### src/rtl/adder_bist_pkg.sv
// rtl/adder_bist_pkg.sv - shared types and width helpers for the adder self-test sequencer
package adder_bist_pkg;

    typedef enum logic [1:0] {
        IDLE,
        APPLY,
        CHECK,
        DONE
    } state_t;

    function automatic int idx_width(input int w);
        return 2 * w;
    endfunction

    function automatic int num_vectors(input int w);
        return 1 << (2 * w);
    endfunction

    // One extra bit so that a run where every vector fails still fits.
    function automatic int cnt_width(input int w);
        return 2 * w + 1;
    endfunction

    localparam int BIST_WIDTH = 4;
    localparam int BIST_IDX_W = idx_width(BIST_WIDTH);
    localparam int BIST_N     = num_vectors(BIST_WIDTH);
    localparam int BIST_CNT_W = cnt_width(BIST_WIDTH);

endpackage

### src/rtl/adder_bist_ref.sv
// rtl/adder_bist_ref.sv - combinational golden model of a WIDTH-bit adder
module adder_bist_ref #(
    parameter int WIDTH = 4
) (
    input  logic [WIDTH-1:0] a,
    input  logic [WIDTH-1:0] b,
    output logic [WIDTH-1:0] sum,
    output logic             carry,
    output logic             overflow
);

    logic [WIDTH:0] sum_ext;

    assign sum_ext  = {1'b0, a} + {1'b0, b};
    assign sum      = sum_ext[WIDTH-1:0];
    assign carry    = sum_ext[WIDTH];
    // Signed overflow: like-signed operands producing a result of the other sign.
    assign overflow = (a[WIDTH-1] == b[WIDTH-1]) && (sum_ext[WIDTH-1] != a[WIDTH-1]);

endmodule

### src/rtl/adder_bist.sv
// rtl/adder_bist.sv - exhaustive self-test sequencer for a WIDTH-bit adder
import adder_bist_pkg::*;

module adder_bist #(
    parameter int WIDTH  = BIST_WIDTH,
    parameter int SETTLE = 3
) (
    input  logic                  clk,
    input  logic                  reset,
    input  logic                  start,
    output logic [WIDTH-1:0]      dut_a,
    output logic [WIDTH-1:0]      dut_b,
    input  logic [WIDTH-1:0]      dut_sum,
    input  logic                  dut_carry,
    input  logic                  dut_overflow,
    output logic                  busy,
    output logic                  done,
    output logic                  pass,
    output logic [2*WIDTH:0]      err_count,
    output logic [WIDTH-1:0]      fail_a,
    output logic [WIDTH-1:0]      fail_b,
    output logic [WIDTH+1:0]      fail_got
);

    localparam int IDX_W = idx_width(WIDTH);
    localparam int CNT_W = cnt_width(WIDTH);
    localparam int SET_W = (SETTLE > 1) ? $clog2(SETTLE) : 1;

    state_t            state;
    logic [IDX_W-1:0]  idx;
    logic [SET_W-1:0]  settle_cnt;

    logic [WIDTH-1:0]  exp_sum;
    logic              exp_carry;
    logic              exp_overflow;
    logic [WIDTH+1:0]  got;
    logic              mismatch;

    assign dut_a = idx[IDX_W-1:WIDTH];
    assign dut_b = idx[WIDTH-1:0];

    adder_bist_ref #(.WIDTH(WIDTH)) u_ref (
        .a        (dut_a),
        .b        (dut_b),
        .sum      (exp_sum),
        .carry    (exp_carry),
        .overflow (exp_overflow)
    );

    assign got      = {dut_carry, dut_overflow, dut_sum};
    assign mismatch = got != {exp_carry, exp_overflow, exp_sum};

    always_ff @(posedge clk) begin
        if (reset) begin
            state      <= IDLE;
            idx        <= '0;
            settle_cnt <= '0;
            busy       <= 1'b0;
            done       <= 1'b0;
            pass       <= 1'b0;
            err_count  <= '0;
            fail_a     <= '0;
            fail_b     <= '0;
            fail_got   <= '0;
        end else begin
            case (state)
                IDLE, DONE: begin
                    if (start) begin
                        state      <= APPLY;
                        idx        <= '0;
                        settle_cnt <= '0;
                        busy       <= 1'b1;
                        done       <= 1'b0;
                        pass       <= 1'b0;
                        err_count  <= '0;
                        fail_a     <= '0;
                        fail_b     <= '0;
                        fail_got   <= '0;
                    end
                end
                APPLY: begin
                    if (settle_cnt == SET_W'(SETTLE - 1)) begin
                        state      <= CHECK;
                        settle_cnt <= '0;
                    end else begin
                        settle_cnt <= settle_cnt + 1'b1;
                    end
                end
                CHECK: begin
                    if (mismatch) begin
                        err_count <= err_count + 1'b1;
                        // A zero count means no earlier failure in this run.
                        if (err_count == '0) begin
                            fail_a   <= dut_a;
                            fail_b   <= dut_b;
                            fail_got <= got;
                        end
                    end
                    if (idx == {IDX_W{1'b1}}) begin
                        state <= DONE;
                        busy  <= 1'b0;
                        done  <= 1'b1;
                        pass  <= (err_count == CNT_W'(0)) && !mismatch;
                    end else begin
                        state <= APPLY;
                        idx   <= idx + 1'b1;
                    end
                end
                default: state <= IDLE;
            endcase
        end
    end

endmodule
### config.mk
export PLATFORM = sky130hd
export DESIGN_NAME = adder_bist
export DESIGN_NICKNAME = d
export VERILOG_FILES = /design/src/rtl/adder_bist_pkg.sv /design/src/rtl/adder_bist_ref.sv /design/src/rtl/adder_bist.sv
export SDC_FILE = /design/constraint.sdc
export NUM_CORES = 1
export LEC_CHECK = 0
export ABC_AREA = 1
export CAP_MARGIN = 20
export CELL_PAD_IN_SITES_DETAIL_PLACEMENT = 0
export CELL_PAD_IN_SITES_GLOBAL_PLACEMENT = 2
export CORE_MARGIN = 1.5
export CORE_UTILIZATION = 33
export CTS_BUF_LIST = sky130_fd_sc_hd__clkbuf_4 sky130_fd_sc_hd__clkbuf_8
export CTS_CLUSTER_SIZE = 16
export DETAILED_ROUTE_END_ITERATION = 12
export PLACE_DENSITY = 0.9
export SLEW_MARGIN = 25
export SYNTH_ARGS = -nofsm -noshare
export SYNTH_HDL_FRONTEND = slang
export SYNTH_HIERARCHICAL = 1
export SYNTH_SLANG_ARGS = --single-unit
### constraint.sdc
create_clock -name clk -period 4.2 [get_ports clk]
set_input_delay 0.84 -clock clk [delete_from_list [all_inputs] [get_ports clk]]
set_output_delay 0.84 -clock clk [all_outputs]
set_load 0.1 [all_outputs]
After elaboration in Yosys (flattened, before gate mapping)
Index checks and enable logic that the tools add are counted.

Equality and inequality tests: 14. Reduce and logical (&&, ||, !) cells: 14. Add/subtract/negate cells: 4. Muxes and demuxes: 32.

Operator list (number): two-way mux 4 bit (5); two-way mux 6 bit (3); two-way mux 9 bit (2); case mux 9 bit (2 select lines) (1); two-way mux 8 bit (2); case mux 4 bit (2 select lines) (2); case mux 8 bit (2 select lines) (1); inequality test 2 bit, second input constant (6); case mux 6 bit (2 select lines) (1); two-way mux 2 bit (5); adder 9 x 1 -> 9 bit, second input constant (1); logical NOT 9 bit (1); AND reduction 3 bit (3); adder 8 x 1 -> 8 bit, second input constant (1); == test 8 bit, second input constant (1); == test 2 bit, second input constant (3); inequality test 6 bit (1); case mux 1 bit (2 select lines) (3); case mux 2 bit (3 select lines) (1); adder 4 x 4 -> 5 bit (1); two-way mux 1 bit (5); case mux 2 bit (2 select lines) (1); AND reduction 2 bit (2); AND reduction 4 bit (1); other kinds (9) (11).

Output and inout port bits: 34. Input bits: 9. Register bits: 38. Word-level logic and storage cells: 74.

Longest topological paths before layout
Gate-level depths: netlist (run 1).

Word-level depth: 8. Gate-level depth with buffers: 15. Depth with buffers taken out: 14.

By module
Netlist (run 1), hierarchy kept.

Modules (own cells, without submodules): adder_bist (area each 2339.7 µm², cells each 331, instances 1, seq. area each 760.7 µm²); adder_bist_ref (area each 187.7 µm², cells each 27, instances 1, seq. area each 0.0 µm²).

Least setup slack after synthesis (run 1)
OpenSTA, ideal clock, no wires.

Path kind: register to register. Start point: register idx[0]. End point: register fail_b[0]. Cell stages (with the launch flop): 14. Data required time: 4.130 ns. Arrival time: 2.926 ns. Buffers on the path: 1. Setup time: 0.070 ns. Path slack: 1.204 ns. Clock period less this slack: 2.996 ns. Path through: dfxtp_1 -> ha_1 -> inv_1 -> fa_1 -> o31ai_1 -> inv_1 -> nand2_1 -> nand2_1 -> nor2_2 -> nand3_4 -> nand3_4 -> buf_12 -> nand2_4 -> a21oi_2.

Elaborated cells on any way between the ends: 9. Those cells by class: 1 x add/sub; 3 x eq/ne; 3 x mux; 2 x reduce/logical.

RTL lines: start, declared (RTL line adder_bist.sv:30) `logic [IDX_W-1:0] idx;`; start signal, assigned (RTL line adder_bist.sv:106) `idx <= idx + 1'b1;`; adder 4 x 4 -> 5 bit (RTL line adder_bist_ref.sv:14) `assign sum_ext = {1'b0, a} + {1'b0, b};`; named net exp_carry (RTL line adder_bist.sv:34) `logic exp_carry;`; inequality test 6 bit (RTL line adder_bist.sv:51) `assign mismatch = got != {exp_carry, exp_overflow, exp_sum};`; inequality test 2 bit (no line); AND reduction 4 bit (no line); end signal, assigned (RTL line adder_bist.sv:95) `fail_b <= dut_b;`; end, declared (RTL line adder_bist.sv:21) `output logic [WIDTH-1:0] fail_b,`.

The timed path passes the listed nets, and every way through them passes these cells. The select of a mux whose other input is x is not followed. A chain may end at the register's enable or synchronous reset.

Worst setup path after layout (run 1)
Start point: register idx[7]. End point: output port dut_a[3].

RTL lines: end, declared (RTL line adder_bist.sv:11) `output logic [WIDTH-1:0] dut_a,`.

No word-level cell between the ends.

==> metrics.yaml, run 1 <==
timing:
  period_share: 0.6797
  clock_skew_ns: 0.006014
  rsz0062_at_grt: "no"
  slew_viol_final: 0
  maxSlewHeadroom: 0.3459
  finalHoldViolCount: 0
  tns_ns: 0
  min_period_ns: 2.855
  setup_viol: 0
  tightestPinTransition_ns: 0.9781
  fmax_mhz: 350.3
  holdWs_ns: 0.4456
route:
  drc: 0
  drtIter0Drc: 88
  vias: 2253
  first_pass_iters: 4
  antenna_left: 0
  routed_wl_um: 5795
  wire_per_inst_um: 11.68
  vias_per_cell: 4.542
yosys:
  synthFlopType: "dfxtp_1"
  synth.distinct_cells: 35
  synth-async-reset-ratio: 0
  syn_area_mm2: 0.002527
  postSynthAreaPerCell_um2: 7.060
  synth_edf_count: 0
  ys_ff_latch: 38
  synth.top_cell.area_share: 0.3010
  synth_area_leaders: "dfxtp_1 (30%), nand2_1 (11%), inv_1 (8.3%), nand2_4 (5.3%), nand4_1 (5.2%)"
  ys.warnings.count: 6
  syn_inst: 358
  synth_top_cell_by_area: "dfxtp_1"
  synth_fp_nets: 378
  ys_seq_area_frac: 0.3010
place:
  port_buffers: 42
  gp_congestion: 0.8253
  hpwl_um: 4381
cts:
  cts.sinks: 38
  clk_latency_ns: 0.29
  hold_buffers: 0
  cts_resized: 0
  cts_root_buffer: "clkbuf_8"
  cts_setup_buffers: 0
  cts_tree: "built"
  clkTransAtPathRegs_ns: 0.07
  clockBufferDepth: 2
  cts_made_buffers: 5
  htree_num_levels: 2
finish:
  fillCellCount: 789
  syn2layout_area_growth_pct: 22.92
  diodes: 0
  finalNetCount: 416
  drive_gt1_frac: 0.1511
global_route:
  grt_pass1_vias: 2020
  grt_use_total: 0.1466
  grt_pass1_wl_um: 9846
  gr-total-overflow: 0
  antenna_found_initial: 0
  grt_max_degree: 27
floorplanning:
  core_area_mm2: 0.007331
  dieHeight_um: 90.52
  ios: 43
  rows: 31
  dieWidth_um: 90.52
  dieArea_mm2: 0.008193
  initial_core_util: 0.3448
run_status:
  status: "complete, no violations"
setup_path:
  cp_slowest_cell: "clkdlybuf4s50_1"
  cp_top_family: "buffers and inverters"
  path_cells: "clkdlybuf4s50_1"
  critPathCaptureType: "output pin"
  worstSetupStartpointType: "register"
  required_ns: 3.36
  cp.arrival_ns: 2.01
  worst-path-buf-inv: 1
  worstSetupPathType: "register to output pin"
  slowest_delay_ns: 1.20
  crit_fanout: 8
hold_path:
  hp-class: "register to register"
pwr:
  power_mw: 1.337
  powerDensity_mw_per_mm2: 430.3
  leakage_nw: 1.353
  vdd_ir_drop_max_mv: 0.2398
job:
  cap_violations: 0
==> layer usage <==
layer | track usage | wire length (µm) | share of wire
met1 | 0.2173 | 3146 | 0.54
met2 | 0.2206 | 2478 | 0.43
met3 | 0.02609 | 151 | 0.026
met4 | 0.02778 | 19 | 0.0033
met5 | 0 | 0 | 0
==> cells by family (layout without fill, tap and decap cells) <==
kind of cell             after synthesis  after routing  synth area share
AO/OA/AOI/OAI                         53             53            0.1322
adder cells (fa/ha/maj)               11             11           0.05743
flip-flops                            38             38            0.3010
buffers and inverters                 74            113            0.1257
XOR/XNOR                               4              4           0.01386
AND/OR/NAND/NOR                      178            178            0.3698
==> path summary, 6_finish.rpt <==
path                        from                     end  slack [ns]  depth (start not counted)
max          idx[7]$_SDFFE_PP0P_                dut_a[3]        1.35                          1
min            busy$_SDFFE_PP0P_       busy$_SDFFE_PP0P_        0.45                          2
max reg2reg  idx[0]$_SDFFE_PP0P_  fail_a[1]$_SDFFE_PP0P_        1.39                         12
min reg2reg    busy$_SDFFE_PP0P_       busy$_SDFFE_PP0P_        0.45                          2
==> cells in the mapped netlist (2+ instances only) <==
master	count
a211oi_1	2
a21oi_1	22
a21oi_2	11
a31oi_1	3
buf_2	7
buf_4	2
dfxtp_1	38
ha_1	10
inv_1	56
inv_2	5
nand2_1	77
nand2_2	6
nand2_4	12
nand3_1	14
nand3_4	2
nand4_1	21
nor2_1	32
nor2_2	7
nor2_4	4
o21ai_0	9
o21ai_1	2
xnor2_1	2
xor2_1	2
==> cells in the final DEF, fill, tap and decap left out, types with 6 or more instances in the layout <==
master,count
nand4_1,21
ha_1,10
o21ai_0,9
a21oi_1,22
a21oi_2,11
nor2_2,7
nand2_1,77
clkdlybuf4s50_1,42
inv_1,56
dfxtp_1,38
nand2_4,12
nand2_2,6
nor2_1,32
nand3_1,14
==> flip-flops by register name (all words and copies together), names as in the netlist <==
signal / flops
pass: 1
done: 1
state: 2
busy: 1
fail_got: 6
idx: 8
settle_cnt: 2
fail_b: 4
err_count: 9
fail_a: 4
==> worst reg2reg max path, cell delays in order, from the launching register on <==
cell and delay [ns]:
dfxtp_1 0.51, ha_1 0.24, inv_1 0.06, fa_1 0.40, o31ai_1 0.33, inv_1 0.07, nand2_1 0.06, nand2_1 0.06
nor2_2 0.14, nand3_4 0.27, nand3_4 0.37, nand2_1 0.09, a21oi_1 0.15
==> final cells by class <==
class	instances	area (µm²)	share of cell area
Clock inverter	3	40.04	0.01289
Sequential cell	38	760.7	0.2449
Clock buffer	5	68.82	0.02215
Inverter	61	229.0	0.07370
Tap cell	99	123.9	0.03987
Multi-Input combinational cell	246	1449	0.4664
Timing Repair Buffer	44	435.4	0.1402
==> stage by stage <==
stage	util	std cells	worst slack (ns)	instance area, µm²
final	0.4238	496	1.345	3107
after global placement	0.4089	488	1.414	2998
after floorplan	-	358	1.204	2527
after global routing	0.4238	496	1.120	3107
after detailed placement	0.4089	488	1.381	2998
after CTS	0.4238	496	1.305	3107
==> where the power goes <==
group	switching, mW	leakage, nW	internal [mW]	total, mW
clock network	0.129	0.0579	0.175	0.304
registers	0.0300	0.308	0.393	0.423
logic	0.454	0.987	0.157	0.610
total	0.613	1.35	0.724	1.34
Note: power is estimated with default switching activity, not from simulation.
==> run 2: changes to the inputs <==
Settings changed: CORE_UTILIZATION 33 to 28, PLACE_DENSITY 0.9 to 0.81.
Clock period 4.2 ns to 2.6 ns, I/O delays scaled along.
==> metrics.yaml, run 2 (synthesis results as in run 1) <==
pwr:
  vdd_ir_drop_max_mv: 0.2907  # +21%
  powerDensity_mw_per_mm2: 732.3  # +70%
  leakage_nw: 1.503  # +11%
setup_path:
  rr_startpoint: "idx[4]$_SDFFE_PP0P_"
  required_ns: 2.82  # -0.54 ns
  worstSetupPathType: "register to register"
  crit_start: "idx[4]$_SDFFE_PP0P_"
  crit_fanout: 14  # +6
  critPathCaptureType: "register"
  cp.arrival_ns: 2.64  # +0.63 ns
  worstSetupStartpointType: "register"
job:
  cap_violations: 0  # unchanged
timing:
  tns_ns: 0  # unchanged
  tightestPinTransition_ns: 0.4088  # -0.5693 ns
  maxSlewHeadroom: 0.7246  # +0.3787
  finalHoldViolCount: 0  # unchanged
  worst_slack_ns: 0.1861  # -1.159 ns
  period_share: 0.9284
  rsz0062_at_grt: "no"
  min_period_ns: 2.414
  fmax_mhz: 414.3
  clock_skew_ns: 0.01168  # +0.005664 ns
  slew_viol_final: 0  # unchanged
  setup_viol: 0  # unchanged
finish:
  reg.largest.list: "err_count x9, idx x8, fail_got x6"
  fin_cells: 518  # +4.4%
  layout_commonest_cell: "nand2_1"
  diodes: 0  # unchanged
  drive_gt1_frac: 0.2805  # +0.1294
  final_cell_mix: "nand2_1 (77), inv_1 (56), buf_4 (49)"
  multiInputGateArea_mm2: 0.001454  # +0.35%
  finalNetCount: 429  # +3.1%
  largest_reg_flops: 9  # unchanged
  syn2layout_area_growth_pct: 25.94
  seqCellArea_um2: 774.5  # +1.8%
  top_register: "err_count"
  fillCellCount: 941  # +19%
global_route:
  gr-total-overflow: 0  # unchanged
  antenna_found_initial: 0  # unchanged
  grt_max_degree: 22  # -19%
  grt_pass1_vias: 2232  # +10%
  grt_pass1_wl_um: 11070  # +12%
  grt_use_total: 0.1400  # -0.006565
floorplanning:
  ios: 43  # unchanged
  initial_core_util: 0.2898  # -0.05496
  dieArea_mm2: 0.009605  # +17%
  core_area_mm2: 0.008721  # +19%
  rows: 34  # +9.7%
  dieWidth_um: 98.01  # +8.3%
  dieHeight_um: 98.01  # +8.3%
route:
  antenna_left: 0  # unchanged
  vias: 2332  # +3.5%
  drtIter0Drc: 69  # -22%
  routed_wl_um: 6465  # +12%
  vias_per_cell: 4.502  # -0.89%
  first_pass_iters: 4  # unchanged
  drc: 0  # unchanged
  wire_per_inst_um: 12.48  # +6.8%
run_status:
  status: "complete, no violations"
cts:
  cts.sinks: 38  # unchanged
  clk_latency_ns: 0.29  # about the same
  clockBufferDepth: 2  # unchanged
  clkTransAtPathRegs_ns: 0.08  # about the same
  cts_made_buffers: 5  # unchanged
  cts_tree: "built"
  htree_num_levels: 2  # unchanged
  hold_buffers: 0  # unchanged
  cts_root_buffer: "clkbuf_8"
place:
  port_buffers: 42  # unchanged
  gp_congestion: 0.7433  # -9.9%
  hpwl_um: 5098  # +16%
  dp.cells: 507  # +3.9%
  pre_cts_slack_ns: 0.08111  # -1.300 ns
hold_path:
  min_from: "busy$_SDFFE_PP0P_"
  hp-class: "register to register"
-- run 2: cell count changes in the layout (fill, tap and decap cells not counted) --
cell / delta
dfxtp_1: -7
o31ai_2: +1
dfxtp_4: +2
dfxtp_2: +5
clkinv_2: -2
bufinv_16: +1
o31ai_1: -1
clkdlybuf4s50_1: -34
buf_4: +47
clkbuf_8: +1
-- run 2: cell type report --
cell class,count,share of cell area
flip-flops and latches,38,0.2433
multi-input cells,246,0.4568
inverters,61,0.07193
repair buffers,57,0.1407
clock inverters,2,0.01887
well taps,108,0.04245
clock buffers,6,0.02594
-- run 2: path summary, 6_finish.rpt --
path                         endpoint  slack [ns]  cells after the start
max          fail_got[5]$_SDFFE_PP0P_        0.19                     12
min                 busy$_SDFFE_PP0P_        0.45                      2
max reg2reg  fail_got[5]$_SDFFE_PP0P_        0.19                     12
min reg2reg         busy$_SDFFE_PP0P_        0.45                      2
-- run 2: power breakdown --
group / internal [mW] / switching [mW] / total [mW]
clock network: 0.410 / 0.218 / 0.628
registers: 0.636 / 0.0450 / 0.681
logic: 0.273 / 0.750 / 1.02
total: 1.32 / 1.01 / 2.33
-- run 2: metal layers --
metal,track usage,vias to the layer above,share of wire
li1,-,1247,-
met1,0.1908,1043,0.50
met2,0.2286,36,0.45
met3,0.02720,6,0.032
met4,0.03187,0,0.011
met5,0,-,0
-- run 2: critical path: stages, from the launching register on --
cell and delay, ns:
dfxtp_4 0.39, ha_1 0.17, inv_1 0.05, fa_1 0.41, o31ai_2 0.29, inv_1 0.07, nand2_1 0.06, nand2_1 0.06
nor2_2 0.14, nand3_4 0.18, nand3_4 0.32, nand2_1 0.09, a21oi_1 0.13
-- run 2: metrics by stage --
stage,hold WS [ns],utilization,instance area [µm²],power [mW]
global route,0.4858,0.3650,3183,2.472
global placement,0.4480,0.3455,3013,1.719
CTS,0.4524,0.3618,3156,2.358
finish,0.4493,0.3650,3183,2.331
floorplan,0.4712,-,2541,1.539
detailed placement,0.4397,0.3455,3013,1.724
-- run 2: timing repair --
| action | in CTS | in global routing |
|---|---|---|
| endpoints found under the setup margin | 0 | 24 |
| resized for setup | 0 | 1 |
| setup buffers | 0 | 3 |
